File: src/rtl/ctrl_seq_pkg.sv
// rtl/ctrl_seq_pkg.sv - shared state encoding and constants for the recurrence sequencer
package ctrl_seq_pkg;

    typedef enum logic [2:0] {
        ST_IDLE    = 3'd0,
        ST_ISSUE_A = 3'd1,
        ST_EVAL_A  = 3'd2,
        ST_SAVE_A  = 3'd3,
        ST_ISSUE_B = 3'd4,
        ST_EVAL_B  = 3'd5,
        ST_SAVE_B  = 3'd6,
        ST_DONE    = 3'd7
    } state_t;

    localparam int ALU_PASS  = 0;

    localparam int FLG_OV    = 3;
    localparam int FLG_CARRY = 2;
    localparam int FLG_NEG   = 1;
    localparam int FLG_ZERO  = 0;

endpackage

File: src/rtl/ctrl_seq_iter_cnt.sv
// rtl/ctrl_seq_iter_cnt.sv - save counter with clear, increment, wrap and limit-hit detect
//
// Ports:
//   clk, rst_n   clock, asynchronous active-low reset
//   clr          synchronous clear (wins over inc)
//   inc          count one completed save this cycle
//   limit        saves before completion, 0 = unlimited
//   count        registered save count, wraps modulo 2^W
//   hit          high when the increment taken this cycle reaches limit
module ctrl_seq_iter_cnt #(
    parameter int W = 8
) (
    input  logic         clk,
    input  logic         rst_n,
    input  logic         clr,
    input  logic         inc,
    input  logic [W-1:0] limit,
    output logic [W-1:0] count,
    output logic         hit
);

    logic [W-1:0] count_inc;

    assign count_inc = count + 1'b1;
    assign hit       = inc && (limit != '0) && (count_inc == limit);

    always_ff @(posedge clk or negedge rst_n) begin
        if (!rst_n) begin
            count <= '0;
        end else if (clr) begin
            count <= '0;
        end else if (inc) begin
            count <= count_inc;
        end
    end

endmodule

File: src/rtl/ctrl_recurrence_seq.sv
// rtl/ctrl_recurrence_seq.sv - two-term recurrence control sequencer for the MxN-register datapath
//
// Optional feature macro: CTRL_SEQ_ITER_LIMIT_EN (iteration counter and limit termination).
//
// Ports:
//   clk, rst_in_n                 clock, asynchronous active-low reset
//   start, abort                  level run request (IDLE only), synchronous abort
//   src_a, src_b, alu_op          operand/ALU selects, captured on start
//   dst_a, dst_b                  alternating save destinations, captured on start
//   flag_mask                     terminate mask over {fov,fcarry,fneg,fzero}
//   iter_limit                    saves before completion, 0 = unlimited
//   fov, fcarry, fneg, fzero      datapath status flags
//   selection_*                   registered datapath selects
//   writer                        registered register write enables
//   rst_out, busy, done           datapath clear request and status
//   iter_count                    completed saves
module ctrl_recurrence_seq
    import ctrl_seq_pkg::*;
#(
    parameter int N_REGS  = 4,
    parameter int SEL_W   = 8,
    parameter int ACC_IDX = 0,
    parameter int ITER_W  = 8
) (
    input  logic                      clk,
    input  logic                      rst_in_n,
    input  logic                      start,
    input  logic                      abort,
    input  logic [SEL_W-1:0]          src_a,
    input  logic [SEL_W-1:0]          src_b,
    input  logic [SEL_W-1:0]          alu_op,
    input  logic [$clog2(N_REGS)-1:0] dst_a,
    input  logic [$clog2(N_REGS)-1:0] dst_b,
    input  logic [3:0]                flag_mask,
    input  logic [ITER_W-1:0]         iter_limit,
    input  logic                      fov,
    input  logic                      fcarry,
    input  logic                      fneg,
    input  logic                      fzero,
    output logic [SEL_W-1:0]          selection_multa,
    output logic [SEL_W-1:0]          selection_multb,
    output logic [SEL_W-1:0]          selection_alu,
    output logic [SEL_W-1:0]          selection_sr,
    output logic [N_REGS-1:0]         writer,
    output logic                      rst_out,
    output logic                      busy,
    output logic                      done,
    output logic [ITER_W-1:0]         iter_count
);

    localparam int DST_W = $clog2(N_REGS);

    state_t state, state_nxt;

    logic [SEL_W-1:0]  cfg_src_a, cfg_src_b, cfg_alu;
    logic [DST_W-1:0]  cfg_dst_a, cfg_dst_b;
    logic [3:0]        cfg_mask;

    logic              capture;
    logic [SEL_W-1:0]  eff_src_a, eff_src_b, eff_alu;
    logic [3:0]        flags;
    logic              flag_hit;
    logic              in_save;
    logic              limit_hit;

    logic [SEL_W-1:0]  multa_nxt, multb_nxt, alu_nxt, sr_nxt;
    logic [N_REGS-1:0] writer_nxt;
    logic              rst_out_nxt, busy_nxt, done_nxt;

    // Accumulator is always written; when the destination is the
    // accumulator itself the two set operations collapse to one bit.
    function automatic logic [N_REGS-1:0] save_mask(input logic [DST_W-1:0] dst);
        logic [N_REGS-1:0] m;
        m          = '0;
        m[ACC_IDX] = 1'b1;
        m[dst]     = 1'b1;
        return m;
    endfunction

    assign capture = (state == ST_IDLE) && start && !abort;
    assign in_save = (state == ST_SAVE_A) || (state == ST_SAVE_B);

    // Outputs are decoded from the next state, so the first ISSUE_A cycle
    // must see the configuration being captured on this same edge.
    assign eff_src_a = capture ? src_a  : cfg_src_a;
    assign eff_src_b = capture ? src_b  : cfg_src_b;
    assign eff_alu   = capture ? alu_op : cfg_alu;

    always_comb begin
        flags            = '0;
        flags[FLG_OV]    = fov;
        flags[FLG_CARRY] = fcarry;
        flags[FLG_NEG]   = fneg;
        flags[FLG_ZERO]  = fzero;
    end

    assign flag_hit = |(cfg_mask & flags);

`ifdef CTRL_SEQ_ITER_LIMIT_EN
    logic [ITER_W-1:0] cfg_limit;

    always_ff @(posedge clk or negedge rst_in_n) begin
        if (!rst_in_n) begin
            cfg_limit <= '0;
        end else if (capture) begin
            cfg_limit <= iter_limit;
        end
    end

    // Clearing on every entry to IDLE keeps iter_count at 0 there while
    // leaving the final count visible throughout DONE.
    ctrl_seq_iter_cnt #(
        .W     (ITER_W)
    ) u_iter_cnt (
        .clk   (clk),
        .rst_n (rst_in_n),
        .clr   (capture || (state_nxt == ST_IDLE)),
        .inc   (in_save),
        .limit (cfg_limit),
        .count (iter_count),
        .hit   (limit_hit)
    );
`else
    logic unused_limit;

    assign unused_limit = ^iter_limit;
    assign iter_count   = '0;
    assign limit_hit    = 1'b0;
`endif

    always_ff @(posedge clk or negedge rst_in_n) begin
        if (!rst_in_n) begin
            cfg_src_a <= '0;
            cfg_src_b <= '0;
            cfg_alu   <= '0;
            cfg_dst_a <= '0;
            cfg_dst_b <= '0;
            cfg_mask  <= '0;
        end else if (capture) begin
            cfg_src_a <= src_a;
            cfg_src_b <= src_b;
            cfg_alu   <= alu_op;
            cfg_dst_a <= dst_a;
            cfg_dst_b <= dst_b;
            cfg_mask  <= flag_mask;
        end
    end

    always_ff @(posedge clk or negedge rst_in_n) begin
        if (!rst_in_n) begin
            state <= ST_IDLE;
        end else begin
            state <= state_nxt;
        end
    end

    always_comb begin
        state_nxt = state;
        case (state)
            ST_IDLE:    if (start) state_nxt = ST_ISSUE_A;
            ST_ISSUE_A: state_nxt = ST_EVAL_A;
            ST_EVAL_A:  state_nxt = flag_hit ? ST_DONE : ST_SAVE_A;
            ST_SAVE_A:  state_nxt = limit_hit ? ST_DONE : ST_ISSUE_B;
            ST_ISSUE_B: state_nxt = ST_EVAL_B;
            ST_EVAL_B:  state_nxt = flag_hit ? ST_DONE : ST_SAVE_B;
            ST_SAVE_B:  state_nxt = limit_hit ? ST_DONE : ST_ISSUE_A;
            ST_DONE:    if (!start) state_nxt = ST_IDLE;
            default:    state_nxt = ST_IDLE;
        endcase
        // Abort overrides flag and limit termination.
        if (abort) begin
            state_nxt = ST_IDLE;
        end
    end

    always_comb begin
        multa_nxt   = '0;
        multb_nxt   = '0;
        alu_nxt     = '0;
        sr_nxt      = '0;
        writer_nxt  = '0;
        rst_out_nxt = 1'b0;
        busy_nxt    = 1'b0;
        done_nxt    = 1'b0;
        case (state_nxt)
            ST_ISSUE_A, ST_EVAL_A, ST_ISSUE_B, ST_EVAL_B: begin
                multa_nxt = eff_src_a;
                multb_nxt = eff_src_b;
                alu_nxt   = eff_alu;
                busy_nxt  = 1'b1;
            end
            ST_SAVE_A: begin
                multa_nxt  = cfg_src_a;
                multb_nxt  = cfg_src_b;
                alu_nxt    = SEL_W'(ALU_PASS);
                writer_nxt = save_mask(cfg_dst_a);
                busy_nxt   = 1'b1;
            end
            ST_SAVE_B: begin
                multa_nxt  = cfg_src_a;
                multb_nxt  = cfg_src_b;
                alu_nxt    = SEL_W'(ALU_PASS);
                writer_nxt = save_mask(cfg_dst_b);
                busy_nxt   = 1'b1;
            end
            ST_DONE: begin
                rst_out_nxt = 1'b1;
                done_nxt    = 1'b1;
            end
            default: ;
        endcase
    end

    always_ff @(posedge clk or negedge rst_in_n) begin
        if (!rst_in_n) begin
            selection_multa <= '0;
            selection_multb <= '0;
            selection_alu   <= '0;
            selection_sr    <= '0;
            writer          <= '0;
            rst_out         <= 1'b0;
            busy            <= 1'b0;
            done            <= 1'b0;
        end else begin
            selection_multa <= multa_nxt;
            selection_multb <= multb_nxt;
            selection_alu   <= alu_nxt;
            selection_sr    <= sr_nxt;
            writer          <= writer_nxt;
            rst_out         <= rst_out_nxt;
            busy            <= busy_nxt;
            done            <= done_nxt;
        end
    end

endmodule

File: config.mk
export PLATFORM = sky130hd
export DESIGN_NAME = ctrl_recurrence_seq
export DESIGN_NICKNAME = d
export VERILOG_FILES = /design/src/rtl/ctrl_seq_pkg.sv /design/src/rtl/ctrl_seq_iter_cnt.sv /design/src/rtl/ctrl_recurrence_seq.sv
export SDC_FILE = /design/constraint.sdc
export NUM_CORES = 1
export LEC_CHECK = 0
export BUFFER_PORTS_ARGS = -buffer_cell sky130_fd_sc_hd__buf_2
export CAP_MARGIN = 20
export CORE_ASPECT_RATIO = 1.5
export CORE_MARGIN = 5
export CORE_UTILIZATION = 50
export CTS_CLUSTER_SIZE = 14
export DETAILED_ROUTE_END_ITERATION = 12
export GPL_ROUTABILITY_DRIVEN = 0
export GPL_TIMING_DRIVEN = 0
export PLACE_DENSITY = 0.82
export SLEW_MARGIN = 20
export SYNTH_ARGS = -nofsm -noshare
export SYNTH_HDL_FRONTEND = slang
export SYNTH_SLANG_ARGS = --single-unit
File: constraint.sdc
create_clock -name clk -period 2.2 [get_ports clk]
set_input_delay 0.11 -clock clk [delete_from_list [all_inputs] [get_ports clk]]
set_output_delay 0.11 -clock clk [all_outputs]
set_load 0.02 [all_outputs]
# Word-level counts from Yosys, hierarchy flattened
# Index checks and enable logic that the tools add are counted.
# totals
regBits	65
in_bits	48
# op_classes
muxes	19
bitwise_logic	1
reduce_logical	10
n_lt_le_gt_ge	4
n_eq_ne	14
# op_table
op	n
$mux W8	4
$pmux W8 S2	2
$eq A3 B3 Y1 const B	8
$pmux W3 S8	1
$eq A3 B2 Y1 const B	4
$mux W3	4
$pmux W4 S2	1
$reduce_or A4 Y1	2
$eq A3 B1 Y1 const B	2
$lt A2 B3 Y1 const B	2
$reduce_or A6 Y1	1
$mux W1	5
$and A4 B4 Y4	1
$demux W1 S2	2
$ge A2 B1 Y1 const B	2
$logic_and A1 B1 Y1	4
$logic_not A3 Y1	1
$reduce_or A2 Y1	1
$logic_not A1 Y1	1

# Logic depth before layout (Yosys ltp)
# Gate-level depths: netlist of run 1.
# depth
word_depth	8
ltp_mapped	6

# Worst setup path before layout of run 1
# Ideal clock, no wire load.
# synth_timing
path_type	flip-flop to flip-flop
from	reg state[0]
to	reg cfg_dst_a[0]
t_arrival_ns	1.758
setup_time_ns	0.125
period_less_slack_ns	1.883
slack_ns	0.317
stages_incl_launch_ff	7
path_cell_list	dfrtp_1 buf_6 or4b_1 buf_6 nor2_8 buf_12 mux2_4
# synth_via
elab_chain_len	3
# synth_lines
item	line	text
from (decl)	ctrl_recurrence_seq.sv:53	state_t state, state_nxt;
from (signal assigned)	ctrl_recurrence_seq.sv:153	state <= state_nxt;
$logic_not A3 Y1	ctrl_recurrence_seq.sv:80	assign capture = (state == ST_IDLE) && start && !abort;
$logic_and A1 B1 Y1 (2 in a row)	ctrl_recurrence_seq.sv:80	
to (signal assigned)	ctrl_recurrence_seq.sv:143	cfg_dst_a <= dst_a;
to (decl)	ctrl_recurrence_seq.sv:56	logic [DST_W-1:0] cfg_dst_a, cfg_dst_b;
# No other way between the ends.
# A chain may end at the register's enable or synchronous reset.

# Final worst setup path of run 1
# layout_timing
from	reg state[0]
to	reg cfg_mask[1]
# layout_via
elab_chain_len	3
# layout_lines
item	line	text
$logic_not A3 Y1	ctrl_recurrence_seq.sv:80	
$logic_and A1 B1 Y1 (2 in a row)	ctrl_recurrence_seq.sv:80	
to (signal assigned)	ctrl_recurrence_seq.sv:145	cfg_mask <= flag_mask;
to (decl)	ctrl_recurrence_seq.sv:57	logic [3:0] cfg_mask;
# No other way between the ends.

==> results.sh, run 1 <==
export IMPL_floorplan_rows=35
export IMPL_slew_viol_final=0
export IMPL_final_nets=411
export IMPL_fin_ws_ps=165
export IMPL_synth_cells=266
export IMPL_final_layout_size_suffix_gt1_share_pct=38.3
export IMPL_fin_tns_setup_ps=0
export IMPL_placeableCoreArea_sq_um=6040
export IMPL_grt_first_pass_wirelength_um=11500
export IMPL_cts_tree="done"
export IMPL_p_leak_uw=0.00189
export IMPL_min_period_over_period_pct=92.5
export IMPL_rsz0062_at_grt="false"
export IMPL_vias_per_cell=5.32
export IMPL_finalWirelength_um=7020
export IMPL_area_growth_syn_to_layout_pct=24.7
export IMPL_worst_hold_path_type="input port to flip-flop"
export IMPL_timing_critical_path_fanout_max=10
export IMPL_maxCapViolCount=0
export IMPL_vdd_drop_max_mv=0.548
export IMPL_design_portCount=95
export IMPL_max_slew_margin_rel_pct=50.8
export IMPL_drt_iter0_markers=224
export IMPL_starting_density_pct=50.8
export IMPL_placement_setup_worst_slack_ps=120
export IMPL_hpwlAfterDp_um=5040
export IMPL_dieArea_sq_um=7840
export IMPL_avgSynthCellArea_sq_um=11.5
export IMPL_clk_latency_ps=340
export IMPL_power_density_nw_per_um2=1040
export IMPL_numCtsBuffers=9
export IMPL_count_of_antenna_diodes_in_the_layout=0
export IMPL_clockBufferDepth=2
export IMPL_synth_top_area_cell="sky130_fd_sc_hd__dfrtp_1"
export IMPL_dieHeight_um=106
export IMPL_placedCellCount=425
export IMPL_setup_viol_count_final=0
export IMPL_die_width_um=74.0
export IMPL_first_pass_iters=4
export IMPL_cts_repair_timing_setup_buffer_count=0
export IMPL_critical_path_class="flip-flop to flip-flop"
export IMPL_antenna_found_initial=0
export IMPL_yosysUniqueCellTypes=38
export IMPL_synth_edf_count=0
export IMPL_postSynthRegisterBits=65
export IMPL_htreeDepth=3
export IMPL_yosysTopAreaCellShare_pct=53.0
export IMPL_globalRoute_totalOverflow=0
export IMPL_final_cell_count_no_fill=442
export IMPL_cts_root_buf="sky130_fd_sc_hd__clkbuf_8"
export IMPL_run_status="complete, no violations"
export IMPL_yosysSeqAreaShare_pct=53.0
export IMPL_postLayoutCoreUtil_pct=63.4
export IMPL_async_reset_ff_share_pct=100
export IMPL_finalHoldViolations=0
export IMPL_mappedNetlistArea_sq_um=3070
export IMPL_globalRouteTotalUtil_pct=18.9
export IMPL_synth_flop_cell="sky130_fd_sc_hd__dfrtp_1"
export IMPL_biggest_area_contributors_in_the_synthesized_netlist="sky130_fd_sc_hd__dfrtp_1 53%, sky130_fd_sc_hd__mux2_4 9.8%, sky130_fd_sc_hd__a32oi_1 4.6%"
export IMPL_synthesis_yosys_warnings=0
export IMPL_tightestPinTransition_ps=733
export IMPL_finalClockSkew_ps=10.1
export IMPL_grt_max_degree=58
export IMPL_critPathCaptureType="flip-flop"
export IMPL_first_global_vias=2408
export IMPL_cts_sinks=65
export IMPL_drtAntennaViolNets=0
export IMPL_placed_cell_area_sq_um=3600
export IMPL_via_count=2351
export IMPL_finalCriticalPeriod_ps=2040
export IMPL_routedWlPerCell_um=15.9
export IMPL_post_route_drc_count=0
export IMPL_timing_critical_path_arrival_ps=2250
export IMPL_final_area_sq_um=3830
export IMPL_clkTransAtPathRegs_ps=70
export IMPL_worst_ep_required_time_ps=2420
export IMPL_worst_setup_path_start_kind="flip-flop"
export IMPL_input_output_buffers=69
export IMPL_max_freq_mhz=491
[critical path, stage by stage (launching register included)]
cell	delay, ps
sky130_fd_sc_hd__dfrtp_1	410
sky130_fd_sc_hd__buf_6	160
sky130_fd_sc_hd__or4b_1	530
sky130_fd_sc_hd__buf_6	170
sky130_fd_sc_hd__nor2_8	170
sky130_fd_sc_hd__buf_12	180
sky130_fd_sc_hd__mux2_4	300
[layout by cell type, fill, tap and decap left out, drive strengths merged]
| master | count |
|---|---|
| buf | 93 |
| nor2b | 17 |
| a32oi | 16 |
| a311oi | 1 |
| a221oi | 1 |
| o22ai | 1 |
| clkinv | 3 |
| a22o | 2 |
| o31ai | 2 |
| a211oi | 3 |
| and3b | 1 |
| conb | 16 |
| nor3b | 1 |
| nand3b | 4 |
| mux2 | 24 |
| bufinv | 1 |
| o21ai | 27 |
| a31o | 1 |
| o211ai | 1 |
| a21oi | 11 |
| nand2 | 25 |
| inv | 3 |
| nor3 | 1 |
| a21bo | 1 |
| clkinvlp | 1 |
| nor4b | 1 |
| nand3 | 10 |
| a22oi | 2 |
| nand4 | 1 |
| or4b | 1 |
| xor2 | 1 |
| clkbuf | 24 |
| dfrtp | 65 |
| dlygate4sd3 | 1 |
| nor2 | 5 |
[routing by layer]
layer	global-route usage (%)	part of all wire, %
met3	4.26	6.4
met2	31.9	53
met4	6.48	1.5
met1	23.4	39
met5	0	0
[final cells by class]
type	count	area, sq um
Fill cell	493	2210
Inverter	3	11.3
Timing Repair Buffer	71	385
Multi-Input combinational cell	177	1250
Clock buffer	11	151
Clock inverter	5	63.8
Buffer	36	253
Sequential cell	65	1630
Tap cell	74	92.6
[stage by stage]
step	hold slack, ps	power (uW)
3_3_place_gp	342	2850
4_1_cts	3.24	3980
3_5_place_dp	-45.9	2920
5_1_grt	0.367	4200
2_1_floorplan	-186	2570
6_report	10.4	3970
[state kept, by name, summed over array words and instances, names as in the netlist]
signal and count:
cfg_alu 8, cfg_src_a 8, cfg_src_b 8, selection_alu 8, selection_multa 8, selection_multb 8, cfg_mask 4, writer 4
state 3, cfg_dst_a 2, cfg_dst_b 2, busy 1, done 1
[synth_stat cells (10+ instances only)]
| cell type | n |
|---|---|
| sky130_fd_sc_hd__mux2_4 | 20 |
| sky130_fd_sc_hd__o21ai_0 | 26 |
| sky130_fd_sc_hd__clkbuf_1 | 12 |
| sky130_fd_sc_hd__buf_4 | 18 |
| sky130_fd_sc_hd__dfrtp_1 | 65 |
| sky130_fd_sc_hd__nand2_1 | 25 |
| sky130_fd_sc_hd__a32oi_1 | 16 |
| sky130_fd_sc_hd__nor2b_1 | 17 |
| sky130_fd_sc_hd__a21oi_1 | 11 |
| sky130_fd_sc_hd__nand3_1 | 10 |
[power breakdown]
part	total, uW	leakage (uW)	switching, uW	internal (uW)
clock network	1060	0.000106	465	591
registers	1710	0.000825	184	1530
logic	1200	0.000963	626	577
[kinds of logic (layout without fill, tap and decap cells)]
group           count (synthesis)  count (layout)  synth area share, %
mux                            24              24                 11.2
buf+inv                        39             126                 8.59
compound gates                 69              69                 14.8
other cells                     1              16                0.122
xor+xnor                        1               1                0.285
flops                          65              65                 53.0
simple gates                   67              67                 12.0
[final timing paths]
check	to	startpoint	slack (ps)	cells past startpoint
min reg2reg	cfg_alu[5]	cfg_alu[5]	520	2
max reg2reg	cfg_mask[1]	state[0]	160	6
max in group asynchronous	cfg_mask[2]	rst_in_n	1550	3
max	cfg_mask[1]	state[0]	160	6
min in group asynchronous	cfg_src_b[4]	rst_in_n	140	2
min	cfg_dst_b[1]	dst_b[1]	10	2
[repair_timing]
item	4_1_cts	5_1_grt
resized for setup	0	1
hold buffers	1	0
hold endpoints to repair	65	0
setup endpoints to repair	0	10
No activity file was read; power rests on OpenSTA's default activity.
==> inputs of run 2 (changes only) <==
PLACE_DENSITY = default   (was 0.82)
PLACE_DENSITY_LB_ADDON = 0.3   (was default)
==> run 2 against run 1 <==
  * Design area rose by 3.2%
  * Critical path depth unchanged
  * Maximum frequency increased by 0.45%
  * First-iteration DRC count down 35%
  * Clock-buffer cell count fell by 2
  * Clock power rose by 8%
  * Final cell count rose by 2.7%
  * Via count up 2.0%
  * Critical endpoint is now cfg_src_a[2]
  * Largest power group unchanged
==> results.sh, run 2 (same netlist as run 1, synthesis figures left out) <==
export IMPL_run_status="complete, no violations"
export IMPL_min_period_over_period_pct=92.1
export IMPL_tightestPinTransition_ps=711
export IMPL_critical_path_class="flip-flop to flip-flop"
export IMPL_layout_commonest_cell="sky130_fd_sc_hd__buf_2"
export IMPL_timing_critical_path_fanout_max=10
export IMPL_dieArea_sq_um=7840
export IMPL_htreeDepth=3
export IMPL_worst_setup_path_start_kind="flip-flop"
export IMPL_worst_ep_required_time_ps=2420
export IMPL_cts_tree="done"
export IMPL_max_freq_mhz=494
export IMPL_globalRoute_totalOverflow=0
export IMPL_drt_iter0_markers=146
export IMPL_grt_first_pass_wirelength_um=11700
export IMPL_first_global_vias=2440
export IMPL_cts_root_buf="sky130_fd_sc_hd__clkbuf_8"
export IMPL_reg2reg_launch_point="state[0]"
export IMPL_hpwlAfterDp_um=4940
export IMPL_final_layout_size_suffix_gt1_share_pct=37.1
export IMPL_worst_r2r_endpoint="cfg_src_a[2]"
export IMPL_rsz0062_at_grt="false"
export IMPL_critPathCaptureType="flip-flop"
export IMPL_placedCellCount=425
export IMPL_max_slew_margin_rel_pct=52.3
export IMPL_finalWirelength_um=7160
export IMPL_slew_viol_final=0
export IMPL_postLayoutCoreUtil_pct=65.4
export IMPL_clkTransAtPathRegs_ps=80
export IMPL_power_density_nw_per_um2=1030
export IMPL_vdd_drop_max_mv=0.544
export IMPL_placed_cell_area_sq_um=3590
export IMPL_first_pass_iters=4
export IMPL_finalHoldViolations=0
export IMPL_finalCriticalPeriod_ps=2030
export IMPL_maxCapViolCount=0
export IMPL_fin_tns_setup_ps=0
export IMPL_setup_worst_path_start="state[0]"
export IMPL_worst_hold_path_type="input port to flip-flop"
export IMPL_final_cell_count_no_fill=454
export IMPL_clk_latency_ps=350
export IMPL_vias_per_cell=5.28
export IMPL_antenna_found_initial=0
export IMPL_input_output_buffers=69
export IMPL_die_width_um=74.0
export IMPL_post_route_drc_count=0
export IMPL_via_count=2398
export IMPL_area_growth_syn_to_layout_pct=28.8
export IMPL_routedWlPerCell_um=15.8
export IMPL_setup_viol_count_final=0
export IMPL_worst_r2r_path_depth=6
export IMPL_final_nets=423
export IMPL_grt_max_degree=35
export IMPL_clockBufferDepth=2
export IMPL_cts_sinks=65
export IMPL_timing_critical_path_arrival_ps=2250
export IMPL_design_portCount=95
export IMPL_final_cell_mix="69 x sky130_fd_sc_hd__buf_2, 65 x sky130_fd_sc_hd__dfrtp_1, 26 x sky130_fd_sc_hd__o21ai_0, 25 x sky130_fd_sc_hd__nand2_1, 20 x sky130_fd_sc_hd__mux2_4"
export IMPL_p_leak_uw=0.00194
export IMPL_dieHeight_um=106
export IMPL_numCtsBuffers=9
export IMPL_ff2ff_setup_slack_ps=170
export IMPL_fillCellCount=481
export IMPL_starting_density_pct=50.8
export IMPL_count_of_antenna_diodes_in_the_layout=0
export IMPL_drtAntennaViolNets=0
export IMPL_floorplan_rows=35
export IMPL_globalRouteTotalUtil_pct=19.2
export IMPL_final_area_sq_um=3960
export IMPL_placeableCoreArea_sq_um=6040
export IMPL_finalClockSkew_ps=12.4
export IMPL_critical_path_endpoint="cfg_src_a[2]"
[run 2: cell types whose count changed in the layout (fill, tap and decap cells not counted)]
cell,change
sky130_fd_sc_hd__inv_6,+1
sky130_fd_sc_hd__bufinv_16,+1
sky130_fd_sc_hd__buf_16,-1
sky130_fd_sc_hd__dlygate4sd3_1,+12
sky130_fd_sc_hd__clkbuf_8,-2
sky130_fd_sc_hd__buf_12,+1
[run 2: metal layers]
layer  GRT usage (%)  part of all wire [%]
met3            4.64                   5.0
met4            8.42                   2.4
met2            30.8                    52
met1            24.0                    40
met5               0                     0
[run 2: per-stage QoR]
| step | hold WS, ps | total power (uW) | worst slack, ps |
|---|---|---|---|
| 2_1_floorplan | -186 | 2570 | 317 |
| 3_3_place_gp | 343 | 2860 | 49.3 |
| 3_5_place_dp | 78.3 | 2920 | 2.19 |
| 4_1_cts | 0.690 | 4090 | 175 |
| 5_1_grt | 2.13 | 4300 | 88.7 |
| 6_report | 16.7 | 4070 | 174 |
[run 2: repair_timing]
item	in CTS	in global routing
hold buffers	13	0
setup buffers	0	0
setup endpoints to repair	2	0
hold endpoints to repair	43	0
resized for setup	1	0
[run 2: how the worst min path moves through the flow]
stage | from | end | slack, ps | depth (start not counted)
4_1_cts | src_a[5] | cfg_src_a[5] | 0.7 | 2
6_report | src_a[5] | cfg_src_a[5] | 20 | 2
2_1_floorplan | rst_in_n | busy | -190 | 0
3_3_place_gp | dst_a[1] | cfg_dst_a[1] | 340 | 2
5_1_grt | src_a[7] | cfg_src_a[7] | 2 | 2
3_5_place_dp | rst_in_n | cfg_src_b[4] | 80 | 1
[run 2: critical path, stage by stage (launching register included)]
cell                      delay (ps)
sky130_fd_sc_hd__dfrtp_1         410
sky130_fd_sc_hd__buf_6           150
sky130_fd_sc_hd__or4b_1          510
sky130_fd_sc_hd__buf_6           160
sky130_fd_sc_hd__nor2_8          170
sky130_fd_sc_hd__buf_12          180
sky130_fd_sc_hd__mux2_4          310
[run 2: cell type report]
class                           instances  area (sq um)  area share [%]
Buffer                                 36           253            6.39
Clock buffer                            9           124            3.13
Clock inverter                          7           103            2.59
Inverter                                3          11.3           0.285
Multi-Input combinational cell        177          1250            31.5
Sequential cell                        65          1630            41.1
Tap cell                               74          92.6            2.34
Timing Repair Buffer                   83           498            12.6
[run 2: report_power, final]
part	switching [uW]	total, uW	internal (uW)
combinational	624	1210	590
sequential	185	1710	1530
clock	498	1150	647
==> inputs of run 3 (changes only) <==
REMOVE_ABC_BUFFERS = 1   (was default)
==> run 3 against run 2 <==
  * Via count decreased by 4.4%
  * Register-to-register slack got worse by 98 ps
  * Clock skew decreased by 6.0 ps
  * Wire length fell by 6.3%
  * Total power shrank 7.9%
  * Critical path depth fell by 3
  * Sequential cell count is the same
  * Clock-buffer cell count is the same
  * Critical path type unchanged
==> results.sh, run 3 (same netlist as run 1, synthesis figures left out) <==
export IMPL_clk_latency_ps=340
export IMPL_critPathCaptureType="flip-flop"
export IMPL_vdd_drop_max_mv=0.622
export IMPL_antenna_found_initial=0
export IMPL_dieArea_sq_um=7840
export IMPL_dieHeight_um=106
export IMPL_fin_tns_setup_ps=0
export IMPL_critPathMaxStageDelay_ps=710
export IMPL_reg2reg_launch_point="state[0]"
export IMPL_tightestPinTransition_ps=823
export IMPL_finalWirelength_um=6710
export IMPL_cts_sinks=65
export IMPL_worst_ep_required_time_ps=2420
export IMPL_first_global_vias=2187
export IMPL_post_route_drc_count=0
export IMPL_via_count=2293
export IMPL_area_growth_syn_to_layout_pct=20.0
export IMPL_timing_critical_path_arrival_ps=2340
export IMPL_starting_density_pct=50.8
export IMPL_count_of_antenna_diodes_in_the_layout=0
export IMPL_design_portCount=95
export IMPL_placedCellCount=392
export IMPL_worstPathCellList="or4b_4 -> nor2_8 -> mux2_2"
export IMPL_hpwlAfterDp_um=4250
export IMPL_clkTransAtPathRegs_ps=80
export IMPL_globalRouteMet1Util_pct=23.9
export IMPL_critical_path_depth=3
export IMPL_use_met2_pct=28.9
export IMPL_min_period_over_period_pct=96.5
export IMPL_min_from="alu_op[3]"
export IMPL_p_leak_uw=0.00179
export IMPL_numCtsBuffers=9
export IMPL_drtAntennaViolNets=0
export IMPL_area_sequential_sq_um=1630
export IMPL_timing_critical_path_buf_inv=0
export IMPL_worst_setup_path_start_kind="flip-flop"
export IMPL_worst_r2r_endpoint="cfg_dst_a[1]"
export IMPL_setup_viol_count_final=0
export IMPL_critPathTopFamily="simple AND/OR/NAND/NOR gates"
export IMPL_grt_busiest_layer="met2"
export IMPL_rsz0062_at_grt="false"
export IMPL_power_density_nw_per_um2=1020
export IMPL_globalRoute_totalOverflow=0
export IMPL_input_output_buffers=70
export IMPL_globalRouteTotalUtil_pct=18.2
export IMPL_worst_r2r_path_depth=3
export IMPL_fillCellCount=506
export IMPL_placement_setup_worst_slack_ps=-202
export IMPL_final_cell_count_no_fill=419
export IMPL_multi_input_gate_area_in_the_final_layout_sq_um=1280
export IMPL_critical_path_class="flip-flop to flip-flop"
export IMPL_final_nets=388
export IMPL_max_freq_mhz=471
export IMPL_final_cell_mix="69 x sky130_fd_sc_hd__buf_2, 65 x sky130_fd_sc_hd__dfrtp_1, 26 x sky130_fd_sc_hd__o21ai_0, 25 x sky130_fd_sc_hd__nand2_1, 20 x sky130_fd_sc_hd__mux2_4"
export IMPL_cts_tree="done"
export IMPL_cts_root_buf="sky130_fd_sc_hd__clkbuf_8"
export IMPL_finalHoldViolations=0
export IMPL_fin_ws_ps=76.0
export IMPL_drt_iter0_markers=161
export IMPL_timing_hold_worst_endpoint="cfg_alu[3]"
export IMPL_hold_depth=3
export IMPL_layout_commonest_cell="sky130_fd_sc_hd__buf_2"
export IMPL_ff2ff_setup_slack_ps=80
export IMPL_vias_per_cell=5.47
export IMPL_finalClockSkew_ps=6.44
export IMPL_grt_max_degree=54
export IMPL_final_layout_size_suffix_gt1_share_pct=36.5
export IMPL_postLayoutCoreUtil_pct=61.0
export IMPL_clockBufferDepth=2
export IMPL_grt_met3_usage_pct=4.07
export IMPL_run_status="complete, no violations"
export IMPL_first_pass_iters=4
export IMPL_finalCriticalPeriod_ps=2120
export IMPL_crit_path_top_delay_cell="sky130_fd_sc_hd__or4b_4"
export IMPL_floorplan_rows=35
export IMPL_maxCapViolCount=0
export IMPL_routedWlPerCell_um=16.0
export IMPL_slew_viol_final=0
export IMPL_worst_hold_path_type="input port to flip-flop"
export IMPL_htreeDepth=3
export IMPL_placeableCoreArea_sq_um=6040
export IMPL_die_width_um=74.0
export IMPL_max_slew_margin_rel_pct=45.1
export IMPL_grt_first_pass_wirelength_um=10900
export IMPL_timing_critical_path_fanout_max=12
run 3: cell count changes in the layout (fill, tap and decap cells not counted), sizes merged:
cell,before,now
buf,93,75
clkbuf,22,9
dlygate4sd3,13,8
bufinv,2,0
clkinv,3,5
clkinvlp,1,2
inv,4,3
nor2,5,6
run 3: stage by stage:
| stage | hold WS (ps) | total power [uW] | cell area (sq um) |
|---|---|---|---|
| global route | 4.74 | 3990 | 3690 |
| floorplan | -186 | 2490 | 2880 |
| CTS | 1.37 | 3790 | 3680 |
| detailed placement | -24.8 | 2860 | 3380 |
| global placement | 341 | 2780 | 3320 |
| finish | 15.0 | 3750 | 3690 |
run 3: how the worst max path moves through the flow:
stage | slack [ps] | start | endpoint
global route | 20 | state[0] | cfg_mask[3]
floorplan | 120 | state[0] | cfg_dst_a[1]
CTS | 90 | state[0] | cfg_dst_a[1]
finish | 80 | state[0] | cfg_dst_a[1]
global placement | -710 | state[0] | selection_alu[5]
detailed placement | -200 | state[0] | cfg_dst_a[1]
run 3: area by class of cell:
cell class | count | share of cell area [%]
timing repair buffer | 83 | 13.7
tap | 74 | 2.51
clock buffer | 9 | 3.36
multi-input combinational | 178 | 34.7
clock inverter | 7 | 1.29
inverter | 3 | 0.305
sequential | 65 | 44.1
run 3: worst reg2reg max path, stage by stage, from the launching register on:
cell                      delay (ps)
sky130_fd_sc_hd__dfrtp_1         570
sky130_fd_sc_hd__or4b_4          710
sky130_fd_sc_hd__nor2_8          340
sky130_fd_sc_hd__mux2_2          390
run 3: routing by layer:
| layer | wire length (um) | vias up |
|---|---|---|
| met5 | 0 | - |
| met4 | 106 | 0 |
| met3 | 523 | 9 |
| met2 | 3420 | 100 |
| met1 | 2670 | 1117 |
| li1 | - | 1067 |
run 3: report_power, final:
part | internal (uW) | total [uW] | switching (uW)
Clock | 405 | 873 | 467
Sequential | 1530 | 1740 | 209
Combinational | 555 | 1140 | 589
run 3: repair_timing:
item | in CTS | in global routing
endpoints found under the setup margin | 25 | 0
buffers inserted | 2 | 0
endpoints found under the hold margin | 72 | 0
hold buffers | 8 | 0
resized for setup | 2 | 0
